==> config.mk <==
export PLATFORM = sky130hd
export DESIGN_NAME = signal_stability_detector
export DESIGN_NICKNAME = d
export VERILOG_FILES = /design/src/rtl/signal_stability_detector.sv
export SDC_FILE = /design/constraint.sdc
export NUM_CORES = 1
export LEC_CHECK = 0
export BUFFER_PORTS_ARGS = -buffer_cell sky130_fd_sc_hd__buf_2
export CAP_MARGIN = 15
export CORE_MARGIN = 10
export CORE_UTILIZATION = 25
export CTS_CLUSTER_DIAMETER = 200
export DETAILED_ROUTE_END_ITERATION = 10
export MAX_ROUTING_LAYER = met4
export PLACE_DENSITY_LB_ADDON = 0.1
export RECOVER_POWER = 50
export SLEW_MARGIN = 20
export SYNTH_ARGS = -nofsm -noshare
export SYNTH_HDL_FRONTEND = slang
export SYNTH_SLANG_ARGS = --single-unit
==> constraint.sdc <==
create_clock -name clk -period 4.8 [get_ports clk]
set_input_delay 0.72 -clock clk [delete_from_list [all_inputs] [get_ports clk]]
set_output_delay 0.72 -clock clk [all_outputs]
set_load 0.01 [all_outputs]
==> src/rtl/signal_stability_detector.sv <==
// Comparator front end: synchronise and glitch-filter comp_in, measure its period,
// and flag lock once consecutive periods agree within TOL for STABLE_COUNT rises.
module signal_stability_detector #(
  parameter int unsigned CNT_WIDTH    = 24,
  parameter int unsigned FILTER_LEN   = 4,
  parameter int unsigned TOL          = 8,
  parameter int unsigned STABLE_COUNT = 4
) (
  input  logic                 clk,
  input  logic                 rst,
  input  logic                 comp_in,
  input  logic                 en,
  output logic                 sync_signal_out,
  output logic                 stable,
  output logic [CNT_WIDTH-1:0] period,
  output logic                 period_valid,
  output logic                 timeout
);

  localparam int unsigned RUN_W   = (FILTER_LEN > 1) ? $clog2(FILTER_LEN) : 1;
  localparam int unsigned MATCH_W = $clog2(STABLE_COUNT + 1);

  localparam logic [CNT_WIDTH-1:0] CNT_MAX    = '1;
  localparam logic [RUN_W-1:0]     RUN_LAST   = RUN_W'(FILTER_LEN - 1);
  localparam logic [MATCH_W-1:0]   MATCH_LAST = MATCH_W'(STABLE_COUNT - 1);
  localparam logic [CNT_WIDTH:0]   TOL_EXT    = (CNT_WIDTH + 1)'(TOL);

  typedef enum logic [1:0] {
    IDLE    = 2'd0,
    ARM     = 2'd1,
    MEASURE = 2'd2,
    LOCKED  = 2'd3
  } state_t;

  state_t               state;
  logic                 s1;
  logic                 s2;
  logic                 sync_d;
  logic [RUN_W-1:0]     run;
  logic [CNT_WIDTH-1:0] cnt;
  logic [CNT_WIDTH-1:0] ref_period;
  logic                 has_ref;
  logic [MATCH_W-1:0]   match_cnt;

  logic                 rise;
  logic                 cnt_sat;
  logic [CNT_WIDTH:0]   cnt_ext;
  logic [CNT_WIDTH:0]   ref_ext;
  logic [CNT_WIDTH:0]   diff;
  logic                 is_match;

  // Synchroniser plus run-length glitch filter; runs independently of en.
  always_ff @(posedge clk) begin
    if (rst) begin
      s1              <= 1'b0;
      s2              <= 1'b0;
      sync_d          <= 1'b0;
      run             <= '0;
      sync_signal_out <= 1'b0;
    end else begin
      s1     <= comp_in;
      s2     <= s1;
      sync_d <= sync_signal_out;
      if (s2 == sync_signal_out) begin
        run <= '0;
      end else if (run == RUN_LAST) begin
        sync_signal_out <= s2;
        run             <= '0;
      end else begin
        run <= run + RUN_W'(1);
      end
    end
  end

  assign rise    = sync_signal_out & ~sync_d;
  assign cnt_sat = (cnt == CNT_MAX);
  assign cnt_ext = {1'b0, cnt};
  assign ref_ext = {1'b0, ref_period};

  // Absolute period difference; a saturated count never matches.
  always_comb begin
    diff     = '0;
    is_match = 1'b0;
    if (cnt_ext >= ref_ext) diff = cnt_ext - ref_ext;
    else                    diff = ref_ext - cnt_ext;
    is_match = (diff <= TOL_EXT) && !cnt_sat;
  end

  // Period counter and lock FSM with registered outputs.
  always_ff @(posedge clk) begin
    if (rst) begin
      state        <= IDLE;
      cnt          <= '0;
      ref_period   <= '0;
      has_ref      <= 1'b0;
      match_cnt    <= '0;
      stable       <= 1'b0;
      period       <= '0;
      period_valid <= 1'b0;
      timeout      <= 1'b0;
    end else begin
      period_valid <= 1'b0;
      if (!en) begin
        state     <= IDLE;
        stable    <= 1'b0;
        cnt       <= '0;
        match_cnt <= '0;
        has_ref   <= 1'b0;
      end else begin
        if (rise)         cnt <= CNT_WIDTH'(1);
        else if (!cnt_sat) cnt <= cnt + CNT_WIDTH'(1);

        unique case (state)
          IDLE: begin
            cnt       <= '0;
            match_cnt <= '0;
            has_ref   <= 1'b0;
            stable    <= 1'b0;
            state     <= ARM;
          end
          ARM: begin
            if (rise) begin
              state     <= MEASURE;
              has_ref   <= 1'b0;
              match_cnt <= '0;
              timeout   <= 1'b0;
            end
          end
          MEASURE, LOCKED: begin
            if (rise) begin
              period       <= cnt;
              period_valid <= 1'b1;
              timeout      <= 1'b0;
              ref_period   <= cnt;
              if (!has_ref) begin
                has_ref   <= 1'b1;
                match_cnt <= '0;
              end else if (is_match) begin
                if (state == MEASURE) begin
                  match_cnt <= match_cnt + MATCH_W'(1);
                  if (match_cnt == MATCH_LAST) begin
                    state  <= LOCKED;
                    stable <= 1'b1;
                  end
                end
              end else begin
                match_cnt <= '0;
                state     <= MEASURE;
                stable    <= 1'b0;
              end
            end else if (cnt_sat) begin
              timeout <= 1'b1;
              stable  <= 1'b0;
              state   <= ARM;
            end
          end
          default: state <= IDLE;
        endcase
      end
    end
  end

endmodule

==> impl_metrics.py <==
metrics = {
    "run_status": {
        "failed_checks": "max-capacitance violations, max-slew violations",
        "outcome": "finished with violations",
    },
    "setup_path": {
        "path_max_fanout": 16,
        "crit-reg2reg-capture": "match_cnt[0]$_SDFFE_PP0P_",
        "crit_path_top_delay_cell": "sky130_fd_sc_hd__a311o_2",
        "path_cells": "inv_1, ha_1, a21oi_1, o21a_1, o221ai_1, o21ba_1, a311o_2, and3_1, a2111oi_2, nand3_1, nor4b_2, nor4b_2, and4b_1, mux2_2",
        "r2r.worst_path.cells": 14,
        "worst_ep_arrival_time_ns": 4.44,
        "critical_path_class": "register to register",
        "critical-path-top-cell-by-count": "sky130_fd_sc_hd__nor4b_2",
        "crit_path_end_kind": "register",
        "crit_buf_inv": 1,
        "rr_startpoint": "ref_period[10]$_SDFFE_PP0P_",
        "crit_path_start_kind": "register",
        "critPathRequiredTime_ns": 5.09,
        "reg_to_reg_slack_setup_ns": 0.65,
        "critical_path.top_delay_family": "compound AO/OA/AOI/OAI gates",
        "cpPeakStageDelay_ns": 0.55,
    },
    "logic_synthesis": {
        "cell_types_occupying_the_most_area_after_synthesis": "sky130_fd_sc_hd__dfxtp_1 24%, sky130_fd_sc_hd__ha_1 12%, sky130_fd_sc_hd__a21oi_1 8.1%",
        "netlist-cell-type-count": 69,
        "async_flop_share": 0,
        "synthesis.yosys.warnings": 0,
        "synth_top_cell_area_share": 0.237,
        "syn_avg_cell_area_um2": 7.56,
        "seq_area_frac_synth": 0.237,
        "synth_cells": 705,
        "synth_enable_flop_cells": 0,
        "yosys_register_bits": 63,
        "yosys_most_used_dff": "sky130_fd_sc_hd__dfxtp_1",
        "synth_largest_area_cell": "sky130_fd_sc_hd__dfxtp_1",
        "synthesis.area_um2": 5330,
        "syn-num-nets": 761,
    },
    "timing": {
        "final_number_of_hold_violating_endpoints": 0,
        "finalSetupTns_ns": 0,
        "report.final.slew_viol_count": 33,
        "rsz_0062_raised_after_global_routing": "false",
        "setup_violations": 0,
        "final.setup_skew_ns": 0.00703,
        "min_period_ns": 4.15,
        "timing.final.crit_share": 0.864,
        "maxClockFrequency_ghz": 0.241,
        "timing.final.ws_setup_ns": 0.651,
        "worst_pin_slew_ns": 1.77,
        "max_slew_margin": -0.179,
    },
    "min_path": {
        "worst_hold_path.num_cells": 1,
        "min_to": "run[0]$_SDFF_PP0_",
        "holdCritPathClass": "register to register",
        "holdCritStartpoint": "run[0]$_SDFF_PP0_",
    },
    "floorplan": {
        "top_level_ports": 32,
        "design.core.area_um2": 21000,
        "dieWidth_um": 166,
        "floorplan.die.height_um": 166,
        "initial_standard_cell_utilization_of_the_core": 0.253,
        "fp-row-count": 53,
        "die_footprint_um2": 27600,
    },
    "placed_design": {
        "detailed_place_hpwl_um": 13100,
        "finalWeightedCongestion": 0.844,
        "port-buffer-count": 31,
        "dp_slack_ns": 0.341,
    },
    "global_routing": {
        "grt_start_max_net_pins": 33,
        "via_count_of_the_first_global_routing_pass": 5076,
        "grt_antenna_before_repair": 0,
        "grt_remaining_overflow": 0,
        "grt_pass1_wl_um": 27500,
        "groute.usage.overall": 0.126,
    },
    "cells_and_area": {
        "flow.area_growth_from_synthesis_pct": 12.7,
        "net_count_reported_at_finish": 776,
        "num-fill-cells": 2294,
        "count_of_inserted_antenna_diode_cells": 0,
        "fin_util": 0.286,
        "layout.cells.most_common_list": "89 x sky130_fd_sc_hd__nand2_1, 86 x sky130_fd_sc_hd__a21oi_1, 63 x sky130_fd_sc_hd__dfxtp_1",
        "final_layout_size_suffix_gt1_frac": 0.0690,
        "mostFrequentLayoutCell": "sky130_fd_sc_hd__nand2_1",
    },
    "clocking": {
        "htree_levels": 3,
        "post-cts-setup-buffer-count": 0,
        "cts_tree": "done",
        "cts-root-buf": "sky130_fd_sc_hd__clkbuf_16",
        "cts_hold_buffers": 0,
        "clk_pin_slew_worst_setup_hold_paths_ns": 0.06,
        "cts_buffer_depth": 2,
        "cts_inserted_buffers": 9,
        "cts.repair.resized": 0,
        "clock_sinks": 63,
        "clk_latency_ns": 0.35,
    },
    "pwr": {
        "p_total_mw": 1.39,
        "max-vdd-ir-drop_mv": 0.153,
        "power.density_cell_area_nw_per_um2": 231,
        "power.leakage_nw": 2.32,
    },
    "route": {
        "wl_per_cell_um": 16.8,
        "remaining_drc_errors": 0,
        "drt-pass1-iter-count": 4,
        "vias": 4795,
        "first_iter_violations": 255,
        "antenna_left": 0,
        "vias_per_cell": 4.80,
        "drt_wl_total_um": 16800,
    },
    "job": {
        "drv.max_cap_violation_count": 1,
    },
}
[how the worst max path moves through the flow]
stage,startpoint,end,slack [ns],depth (start not counted)
2_1_floorplan,ref_period[12]$_SDFFE_PP0P_,match_cnt[0]$_SDFFE_PP0P_,1.29,16
3_3_place_gp,ref_period[10]$_SDFFE_PP0P_,match_cnt[0]$_SDFFE_PP0P_,0.50,14
3_5_place_dp,ref_period[11]$_SDFFE_PP0P_,match_cnt[0]$_SDFFE_PP0P_,0.34,14
4_1_cts,ref_period[11]$_SDFFE_PP0P_,match_cnt[0]$_SDFFE_PP0P_,0.32,14
5_1_grt,cnt[7]$_SDFFE_PP0N_,match_cnt[2]$_SDFFE_PP0P_,0.27,14
6_report,ref_period[10]$_SDFFE_PP0P_,match_cnt[0]$_SDFFE_PP0P_,0.65,14
[power breakdown]
group	switching [mW]	internal, mW
logic	0.0198	0.0107
registers	0.00155	0.525
clock network	0.271	0.562
[flip-flops by register name (all words and copies together), names as in the netlist]
register,flops
stable,1
s2,1
timeout,1
match_cnt,3
period_valid,1
s1,1
run,2
sync_d,1
cnt,24
has_ref,1
sync_signal_out,1
ref_period,24
state,2
[cells in the mapped netlist, types with 3 or more instances]
library cell               number
sky130_fd_sc_hd__inv_1         60
sky130_fd_sc_hd__nand4_1       18
sky130_fd_sc_hd__and4_1         3
sky130_fd_sc_hd__ha_1          52
sky130_fd_sc_hd__or3_1          3
sky130_fd_sc_hd__o21ai_0       34
sky130_fd_sc_hd__nand3_1       15
sky130_fd_sc_hd__buf_4          5
sky130_fd_sc_hd__nor2b_1        8
sky130_fd_sc_hd__a21boi_0       3
sky130_fd_sc_hd__nor2_1        52
sky130_fd_sc_hd__mux2i_1       10
sky130_fd_sc_hd__o21a_1         8
sky130_fd_sc_hd__nor3_1        14
sky130_fd_sc_hd__a211oi_1       5
sky130_fd_sc_hd__buf_6          6
sky130_fd_sc_hd__nand2b_1       7
sky130_fd_sc_hd__nand2_1       89
sky130_fd_sc_hd__o21bai_1       5
sky130_fd_sc_hd__and3_1         9
sky130_fd_sc_hd__dfxtp_1       63
sky130_fd_sc_hd__buf_2          9
sky130_fd_sc_hd__o221ai_1       6
sky130_fd_sc_hd__xnor2_1       39
sky130_fd_sc_hd__a21o_1         6
sky130_fd_sc_hd__a31oi_1        4
sky130_fd_sc_hd__and2_1         4
sky130_fd_sc_hd__nor4_1         6
sky130_fd_sc_hd__clkbuf_1      17
sky130_fd_sc_hd__xor2_1        12
sky130_fd_sc_hd__a21oi_1       86
[cell families after synthesis]
group                      synth area share
adders and majority gates             0.122
muxes                                0.0230
xor gates and xnor gates             0.0838
buffers and inverters                0.0862
DFF                                   0.237
AOI/OAI and AO/OA                     0.224
and+or+nand+nor                       0.224
[metal layers]
layer,vias to the layer above,global-route usage,wire [um]
li1,2467,-,-
met1,2256,0.157,8400
met2,54,0.200,7710
met3,18,0.0199,416
met4,0,0.0466,285
met5,-,-,0
[cell type report]
cell class | instances | area [um2] | share of cell area
clock buffers | 9 | 225 | 0.0375
clock inverters | 7 | 145 | 0.0242
inverters | 60 | 225 | 0.0375
multi-input cells | 544 | 3610 | 0.601
flip-flops and latches | 63 | 1260 | 0.210
well taps | 275 | 344 | 0.0573
repair buffers | 42 | 198 | 0.0329
[per-stage QoR]
step	hold WS, ns	std cells	instance area, um2
3_5_place_dp	0.414	984	5680
5_1_grt	0.434	1000	6010
4_1_cts	0.424	1000	6050
2_1_floorplan	0.397	705	5330
6_report	0.421	1000	6010
3_3_place_gp	0.406	984	5680
(Power assumes the default switching activity.)
